[src/rtl/sar_conv_ctrl.sv]
// Successive-approximation ADC conversion controller: round-robin channel
// arbitration, sample/hold sequencing and an MSB-first binary search on the DAC.
module sar_conv_ctrl #(
  parameter  int N_CH          = 4,
  parameter  int WIDTH         = 8,
  parameter  int SAMPLE_CYCLES = 4,
  localparam int CW            = (N_CH > 1) ? $clog2(N_CH) : 1
) (
  input  logic             i_clk,
  input  logic             i_rst_n,
  input  logic [N_CH-1:0]  i_ch_req,
  input  logic             i_cmp,
  output logic [CW-1:0]    o_mux_sel,
  output logic             o_sample,
  output logic [WIDTH-1:0] o_dac_code,
  output logic             o_busy,
  output logic             o_res_valid,
  output logic [WIDTH-1:0] o_res_data,
  output logic [CW-1:0]    o_res_ch,
  output logic [N_CH-1:0]  o_ch_ack
);

  localparam int BW = $clog2(WIDTH);
  localparam int SW = (SAMPLE_CYCLES > 1) ? $clog2(SAMPLE_CYCLES) : 1;
  localparam logic [WIDTH-1:0] MSB_CODE = {1'b1, {(WIDTH-1){1'b0}}};

  typedef enum logic [1:0] {
    ST_IDLE,
    ST_SAMPLE,
    ST_CONVERT,
    ST_DONE
  } state_t;

  // Returns {found, channel}: first requester searching upward from last+1.
  function automatic logic [CW:0] rr_pick(input logic [N_CH-1:0] req,
                                          input logic [CW-1:0]   last);
    logic [CW:0] pick;
    int          idx;
    pick = '0;
    for (int k = N_CH; k >= 1; k--) begin
      idx = (int'(last) + k) % N_CH;
      if (req[idx]) pick = {1'b1, CW'(idx)};
    end
    return pick;
  endfunction

  state_t           r_state, w_state_nx;
  logic [SW-1:0]    r_cnt, w_cnt_nx;
  logic [BW-1:0]    r_bit, w_bit_nx;
  logic [WIDTH-1:0] r_code, w_code_nx;
  logic [CW-1:0]    r_mux, w_mux_nx;
  logic             r_sample, w_sample_nx;
  logic             r_busy, w_busy_nx;
  logic             r_res_valid, w_res_valid_nx;
  logic [WIDTH-1:0] r_res_data, w_res_data_nx;
  logic [CW-1:0]    r_res_ch, w_res_ch_nx;
  logic [N_CH-1:0]  r_ack, w_ack_nx;
  logic [CW-1:0]    r_last, w_last_nx;
  logic [CW:0]      w_pick;
  logic [WIDTH-1:0] w_mask;
  logic [WIDTH-1:0] w_kept;

  assign w_pick = rr_pick(i_ch_req, r_last);
  assign w_mask = WIDTH'(1) << r_bit;
  assign w_kept = i_cmp ? r_code : (r_code & ~w_mask);

  always_comb begin
    w_state_nx     = r_state;
    w_cnt_nx       = r_cnt;
    w_bit_nx       = r_bit;
    w_code_nx      = r_code;
    w_mux_nx       = r_mux;
    w_sample_nx    = r_sample;
    w_res_valid_nx = 1'b0;
    w_res_data_nx  = r_res_data;
    w_res_ch_nx    = r_res_ch;
    w_ack_nx       = '0;
    w_last_nx      = r_last;
    case (r_state)
      ST_IDLE: begin
        w_code_nx = MSB_CODE;
        if (w_pick[CW]) begin
          w_mux_nx    = w_pick[CW-1:0];
          w_sample_nx = 1'b1;
          w_cnt_nx    = '0;
          w_state_nx  = ST_SAMPLE;
        end
      end
      ST_SAMPLE: begin
        w_code_nx = MSB_CODE;
        if (r_cnt == SW'(SAMPLE_CYCLES - 1)) begin
          w_sample_nx = 1'b0;
          w_bit_nx    = BW'(WIDTH - 1);
          w_state_nx  = ST_CONVERT;
        end else begin
          w_cnt_nx = r_cnt + 1'b1;
        end
      end
      ST_CONVERT: begin
        // After bit 0 the register holds the final code for the DONE cycle.
        if (r_bit == '0) begin
          w_code_nx  = w_kept;
          w_state_nx = ST_DONE;
        end else begin
          w_code_nx = w_kept | (w_mask >> 1);
          w_bit_nx  = r_bit - 1'b1;
        end
      end
      ST_DONE: begin
        w_res_valid_nx = 1'b1;
        w_res_data_nx  = r_code;
        w_res_ch_nx    = r_mux;
        w_ack_nx       = N_CH'(1) << r_mux;
        w_last_nx      = r_mux;
        w_code_nx      = MSB_CODE;
        w_state_nx     = ST_IDLE;
      end
      default: w_state_nx = ST_IDLE;
    endcase
    w_busy_nx = (w_state_nx != ST_IDLE);
  end

  always_ff @(posedge i_clk or negedge i_rst_n) begin
    if (!i_rst_n) begin
      r_state     <= ST_IDLE;
      r_cnt       <= '0;
      r_bit       <= '0;
      r_code      <= MSB_CODE;
      r_mux       <= '0;
      r_sample    <= 1'b0;
      r_busy      <= 1'b0;
      r_res_valid <= 1'b0;
      r_res_data  <= '0;
      r_res_ch    <= '0;
      r_ack       <= '0;
      r_last      <= CW'(N_CH - 1);
    end else begin
      r_state     <= w_state_nx;
      r_cnt       <= w_cnt_nx;
      r_bit       <= w_bit_nx;
      r_code      <= w_code_nx;
      r_mux       <= w_mux_nx;
      r_sample    <= w_sample_nx;
      r_busy      <= w_busy_nx;
      r_res_valid <= w_res_valid_nx;
      r_res_data  <= w_res_data_nx;
      r_res_ch    <= w_res_ch_nx;
      r_ack       <= w_ack_nx;
      r_last      <= w_last_nx;
    end
  end

  assign o_mux_sel   = r_mux;
  assign o_sample    = r_sample;
  assign o_dac_code  = r_code;
  assign o_busy      = r_busy;
  assign o_res_valid = r_res_valid;
  assign o_res_data  = r_res_data;
  assign o_res_ch    = r_res_ch;
  assign o_ch_ack    = r_ack;

endmodule

[config.mk]
export PLATFORM = sky130hd
export DESIGN_NAME = sar_conv_ctrl
export DESIGN_NICKNAME = d
export VERILOG_FILES = /design/src/rtl/sar_conv_ctrl.sv
export SDC_FILE = /design/constraint.sdc
export NUM_CORES = 1
export LEC_CHECK = 0
export CAP_MARGIN = 20
export CELL_PAD_IN_SITES_DETAIL_PLACEMENT = 0
export CELL_PAD_IN_SITES_GLOBAL_PLACEMENT = 1
export CORE_UTILIZATION = 40
export DETAILED_ROUTE_END_ITERATION = 10
export PLACE_DENSITY_LB_ADDON = 0.1
export SLEW_MARGIN = 20
export SYNTH_ARGS = -nofsm -noshare
export SYNTH_HDL_FRONTEND = slang
export SYNTH_SLANG_ARGS = --single-unit
[constraint.sdc]
create_clock -name i_clk -period 2.2 [get_ports i_clk]
set_input_delay 0.44 -clock i_clk [delete_from_list [all_inputs] [get_ports i_clk]]
set_output_delay 0.44 -clock i_clk [all_outputs]
set_load 0.02 [all_outputs]
==> flow_metrics.py, run 1 <==
metrics = {
    "run_status": {
        "status": "completed",
    },
    "grt": {
        "grt_pass1_vias": 1334,
        "antenna_found_initial": 0,
        "track_usage_pct": 19.1,
        "grt_overflow": 0,
        "grt_max_degree": 37,
        "grt_pass1_wl_mm": 6.37,
    },
    "cts": {
        "clock_sinks": 36,
        "cts_root_buffer": "clkbuf_8",
        "clkLatencyLatePin_ns": 0.29,
        "cts_buffers": 5,
        "hold_buffers": 0,
        "path_clk_slew_ns": 0.08,
        "clockBufferDepth": 2,
        "ctsResizeCount": 0,
        "cts_tree": "yes",
        "cts_setup_buffers": 0,
        "cts_max_level": 2,
    },
    "synthesis": {
        "synth-compound-area-share_pct": 14.8,
        "ys_ff_latch": 36,
        "synthTopCellsByCount": "dfrtp_1, nand2_1, inv_1",
        "synth_edf_count": 0,
        "synth.net_count": 185,
        "ys_types": 34,
        "yosysMostFrequentCell": "dfrtp_1",
        "avgSynthCellArea_um2": 10.6,
        "synthSimpleGateAreaFrac_pct": 14.5,
        "yosysTopAreaCellShare_pct": 46.9,
        "synth_ff_type": "dfrtp_1",
        "synthAdderAreaFrac_pct": 8.53,
        "ys_seq_area_share_pct": 51.4,
        "yosys-top-cells-area": "dfrtp_1, ha_1, mux2_2, dfstp_2, nand2_1",
        "synth_top_family_by_area": "compound AO/OA/AOI/OAI gates",
        "synthXorXnorAreaFrac_pct": 0,
        "synth_top_cell_by_area": "dfrtp_1",
        "synth_cells": 166,
        "async_reset_ff_share_pct": 100,
        "synth.area.mux_share_pct": 6.90,
        "syn_area_mm2": 0.00176,
        "ys_warn_count": 0,
    },
    "placement": {
        "dp_hpwl_mm": 2.69,
        "place_area_mm2": 0.00218,
        "routabilityCongestion": 0.776,
        "port_buffers": 33,
    },
    "pwr": {
        "p_sw_share_pct": 33.2,
        "irDropWorstVdd_mv": 0.739,
        "p_sw_w": 0.000912,
        "pwr-share-clk_pct": 29.8,
        "internal-power_w": 0.00183,
        "p_leak_nw": 1.05,
        "seqPwrFrac_pct": 34.6,
        "p_per_area_mw_per_mm2": 1170,
        "p_comb_share_pct": 35.6,
    },
    "finish": {
        "n_fill_cell": 351,
        "n_antenna_cell": 0,
        "drive_gt1_share_pct": 13.9,
        "nets": 227,
        "final_area_mm2": 0.00234,
        "syn2layout_area_growth_pct": 33.1,
        "ff_latch_area_um2": 905,
        "multiInputGateArea_um2": 787,
        "final_util_pct": 56.9,
    },
    "critical_path": {
        "crit_fanout": 3,
        "path_class": "reg2out",
        "cp_slowest_cell": "clkdlybuf4s50_1",
        "critPathBufInv": 1,
        "critical_path.startpoint_type": "flip-flop",
        "cp_top_family": "buffers and inverters",
        "crit_start": "o_dac_code[7]$_DFFE_PN1P_",
        "crit_path_end_kind": "primary output",
        "r2r_start": "r_state[1]$_DFF_PN0_",
        "crit_required_ns": 1.76,
        "crit_chain": "clkdlybuf4s50_1",
        "slowest_delay_ns": 0.60,
        "arrival_ns": 1.45,
    },
    "run": {
        "drv_cap": 0,
    },
    "die": {
        "die-area_mm2": 0.00467,
        "fp.coreArea_mm2": 0.00412,
        "num_io_pins": 34,
        "rows": 23,
        "floorplan.die.height_um": 68.3,
        "die_x_um": 68.3,
        "initial_utilization_pct": 42.7,
    },
    "detailed_routing": {
        "firstDrtPassIters": 4,
        "drt_wl_total_mm": 3.67,
        "wire_per_inst_um": 14.2,
        "drc": 0,
        "drt_first_iter_violations": 117,
        "ant_nets": 0,
        "avgViaCountPerCell": 5.22,
        "num_vias": 1351,
    },
    "timing": {
        "fin_hold_ws_ns": 0.484,
        "finalHoldViolations": 0,
        "setup_tns_ns": 0,
        "max_freq_mhz": 528,
        "min_period_over_period_pct": 86.1,
        "slew_headroom_pct": 69.5,
        "layout_min_cycle_time_ns": 1.89,
        "setup-violations-final": 0,
        "drv_slew": 0,
        "rsz0062_at_grt": "false",
        "tightestPinTransition_ns": 0.458,
        "fin_worst_skew_ns": 0.0130,
    },
    "worst_hold_path": {
        "min-delay-start": "o_dac_code[7]$_DFFE_PN1P_",
        "hold_path.class": "reg2reg",
    },
}
-- per-layer routing --
layer | up-vias | share of wire, % | global-route usage [%]
met2 | 42 | 45 | 30.1
met3 | 9 | 3.9 | 4.00
met1 | 643 | 49 | 24.7
met4 | 0 | 2.5 | 9.38
li1 | 657 | - | -
met5 | - | 0 | 0
-- sequential cells by signal, indices dropped and copies added (netlist names) --
| name | cells |
|---|---|
| o_res_ch | 2 |
| r_state | 2 |
| o_ch_ack | 4 |
| o_sample | 1 |
| r_last | 2 |
| o_res_data | 8 |
| r_cnt | 2 |
| o_res_valid | 1 |
| o_busy | 1 |
| r_bit | 3 |
| o_mux_sel | 2 |
| o_dac_code | 8 |
-- power by group through the flow --
stage | clock network (W) | registers, W | logic [W]
2_1_floorplan | 0 | 0.00102 | 0.000586
3_3_place_gp | 0 | 0.000950 | 0.000956
3_5_place_dp | 0 | 0.000960 | 0.000985
4_1_cts | 0.000830 | 0.000950 | 0.000987
5_1_grt | 0.000860 | 0.000973 | 0.00111
6_report | 0.000817 | 0.000950 | 0.000977
-- worst paths after layout --
path / end / slack (ns) / depth (start not counted)
min in group asynchronous: r_bit[0]$_DFFE_PN0P_ / 0.57 / 2
min reg2reg: o_dac_code[7]$_DFFE_PN1P_ / 0.48 / 2
min: o_dac_code[7]$_DFFE_PN1P_ / 0.48 / 2
max in group asynchronous: r_last[0]$_DFFE_PN1P_ / 1.28 / 2
max: o_dac_code[7] / 0.31 / 1
max reg2reg: r_bit[1]$_DFFE_PN0P_ / 0.49 / 6
-- layout make-up --
type	instances	share of cell area [%]
Multi-Input combinational cell	112	33.6
Sequential cell	36	38.6
Timing Repair Buffer	39	16.0
Clock inverter	3	3.85
Inverter	14	2.24
Tap cell	50	2.67
Clock buffer	5	2.94
-- through the flow --
step	power [W]	instances	setup slack, ns
floorplan	0.00160	166	0.650
global placement	0.00191	251	0.177
CTS	0.00277	259	0.292
global route	0.00295	259	0.262
detailed placement	0.00195	251	0.121
finish	0.00274	259	0.305
-- logic make-up after synthesis --
family	Yosys count
compound gates	39
fa+ha+maj	12
buf+inv	18
flops	36
mux	11
simple gates	50
-- placed cells by master (no fill, tap or decap) --
cell type,count
a2bb2oi_1,1
nor4_2,1
a41oi_1,1
nand2b_1,4
and3b_1,1
inv_1,14
a21oi_1,8
o32ai_2,1
a21boi_0,1
o2bb2ai_1,1
o32ai_1,1
o221ai_1,1
nor3b_1,1
and3_1,1
nor2b_1,8
o21ai_0,13
or4_4,1
bufinv_16,3
dfstp_2,3
clkdlybuf4s50_1,33
mux2i_1,2
clkbuf_8,5
a22o_1,2
a311o_1,1
nand3_1,1
o32a_1,1
mux2_2,9
and2_1,1
a22oi_1,5
nor3_1,1
ha_1,12
o22ai_1,2
nor2_1,8
buf_4,6
nand2_1,21
nand4b_1,1
dfrtp_1,33
Power figures use the tool's default switching activity.
==> run 2, diff against run 1 <==
ABC_CLOCK_PERIOD_IN_PS = 2200   (was not set)
CELL_PAD_IN_SITES_DETAIL_PLACEMENT = not set   (was 0)
CELL_PAD_IN_SITES_GLOBAL_PLACEMENT = not set   (was 1)
CORE_UTILIZATION = 43   (was 40)
==> flow_metrics.py, run 2 (synthesis results as in run 1) <==
metrics = {
    "detailed_routing": {
        "wire_per_inst_um": 13.5,
        "num_vias": 1362,
        "drt_first_iter_violations": 45,
        "avgViaCountPerCell": 5.30,
        "drc": 0,
        "firstDrtPassIters": 4,
        "drt_wl_total_mm": 3.48,
        "ant_nets": 0,
    },
    "cts": {
        "hold_buffers": 0,
        "cts_tree": "yes",
        "path_clk_slew_ns": 0.07,
        "clock_sinks": 36,
        "cts_buffers": 5,
        "clkLatencyLatePin_ns": 0.29,
        "clockBufferDepth": 2,
        "cts_root_buffer": "clkbuf_8",
        "ctsResizeCount": 0,
        "cts_setup_buffers": 0,
        "cts_max_level": 2,
    },
    "critical_path": {
        "cp_slowest_cell": "clkdlybuf4s50_1",
        "crit_fanout": 3,
        "crit_path_end_kind": "primary output",
        "critical_path.startpoint_type": "flip-flop",
        "arrival_ns": 1.43,
        "crit_required_ns": 1.76,
        "cp_top_family": "buffers and inverters",
        "r2r_slack_ns": 0.49,
        "slowest_delay_ns": 0.60,
        "critPathBufInv": 1,
        "path_class": "reg2out",
        "crit_chain": "clkdlybuf4s50_1",
    },
    "timing": {
        "min_period_over_period_pct": 84.9,
        "setup-violations-final": 0,
        "drv_slew": 0,
        "max_freq_mhz": 535,
        "tightestPinTransition_ns": 0.490,
        "setup_tns_ns": 0,
        "slew_headroom_pct": 67.3,
        "layout_min_cycle_time_ns": 1.87,
        "finalHoldViolations": 0,
        "fin_worst_skew_ns": 0.00798,
        "rsz0062_at_grt": "false",
    },
    "pwr": {
        "irDropWorstVdd_mv": 0.512,
        "internal-power_w": 0.00149,
        "p_comb_share_pct": 41.1,
        "pwr-share-clk_pct": 18.9,
        "seqPwrFrac_pct": 39.9,
        "p_sw_share_pct": 37.7,
        "p_sw_w": 0.000899,
        "p_leak_nw": 1.02,
        "p_per_area_mw_per_mm2": 1050,
    },
    "finish": {
        "drive_gt1_share_pct": 13.9,
        "nets": 227,
        "final_area_mm2": 0.00227,
        "syn2layout_area_growth_pct": 28.9,
        "n_antenna_cell": 0,
        "final_util_pct": 59.7,
        "final_cells": 257,
        "final_cell_mix": "clkdlybuf4s50_1, dfrtp_1, nand2_1",
        "n_fill_cell": 318,
    },
    "grt": {
        "antenna_found_initial": 0,
        "track_usage_pct": 19.0,
        "grt_overflow": 0,
        "grt_pass1_vias": 1341,
        "grt_pass1_wl_mm": 6.13,
        "grt_max_degree": 37,
    },
    "worst_hold_path": {
        "hold_path.class": "reg2reg",
    },
    "run_status": {
        "status": "completed",
    },
    "placement": {
        "routabilityCongestion": 0.863,
        "place_area_mm2": 0.00218,
        "dp_hpwl_mm": 2.51,
        "dp.cells": 249,
        "port_buffers": 33,
    },
    "die": {
        "floorplan.die.height_um": 66.0,
        "die-area_mm2": 0.00435,
        "num_io_pins": 34,
        "fp.coreArea_mm2": 0.00380,
        "die_x_um": 66.0,
        "rows": 22,
        "initial_utilization_pct": 46.3,
    },
    "run": {
        "drv_cap": 0,
    },
}
==> run 2: cell count changes in the layout (fill, tap and decap cells not counted) <==
cell | before | now
bufinv_16 | 3 | 0
clkinv_2 | 0 | 2
clkinv_4 | 0 | 1
==> run 2: power by group through the flow <==
stage / combinational [W] / clock [W] / sequential (W)
after detailed placement: 0.000988 / 0 / 0.000962
after CTS: 0.000991 / 0.000472 / 0.000950
final: 0.000981 / 0.000451 / 0.000953
after floorplan: 0.000586 / 0 / 0.00102
after global routing: 0.00111 / 0.000497 / 0.000972
after global placement: 0.000955 / 0 / 0.000952
==> run 2: cell type report <==
cell class,count,area [um2],share of cell area [%]
Multi-Input combinational cell,112,787,34.7
Inverter,14,52.6,2.32
Clock inverter,3,18.8,0.828
Tap cell,48,60.1,2.65
Sequential cell,36,905,39.9
Timing Repair Buffer,39,375,16.6
Clock buffer,5,68.8,3.04
==> run 2: final timing paths <==
check	startpoint	to	cells past startpoint
max	o_dac_code[7]$_DFFE_PN1P_	o_dac_code[7]	1
min	o_dac_code[7]$_DFFE_PN1P_	o_dac_code[7]$_DFFE_PN1P_	2
max reg2reg	r_state[1]$_DFF_PN0_	r_bit[1]$_DFFE_PN0P_	6
min reg2reg	o_dac_code[7]$_DFFE_PN1P_	o_dac_code[7]$_DFFE_PN1P_	2
max in group asynchronous	i_rst_n	o_dac_code[7]$_DFFE_PN1P_	2
min in group asynchronous	i_rst_n	o_res_data[3]$_DFFE_PN0P_	2
==> run 2: worst register-to-register path: stages, from the launching register on <==
cell     delay [ns]
dfrtp_1        0.44
inv_1          0.12
ha_1           0.27
nor2b_1        0.35
nor2b_1        0.16
o22ai_1        0.18
a41oi_1        0.06
==> run 2: stage by stage <==
stage | total power, W | hold WS, ns | worst slack [ns]
2_1_floorplan | 0.00160 | 0.144 | 0.650
3_3_place_gp | 0.00191 | 0.460 | 0.180
3_5_place_dp | 0.00195 | 0.464 | 0.141
4_1_cts | 0.00241 | 0.475 | 0.314
5_1_grt | 0.00258 | 0.510 | 0.282
6_report | 0.00238 | 0.473 | 0.332
==> run 2: per-layer routing <==
metal	vias up	track usage, %	part of all wire, %
met1	662	24.0	47
met2	30	30.2	47
met4	0	9.31	2.0
met3	7	4.83	4.4
met5	-	0	0
li1	663	-	-
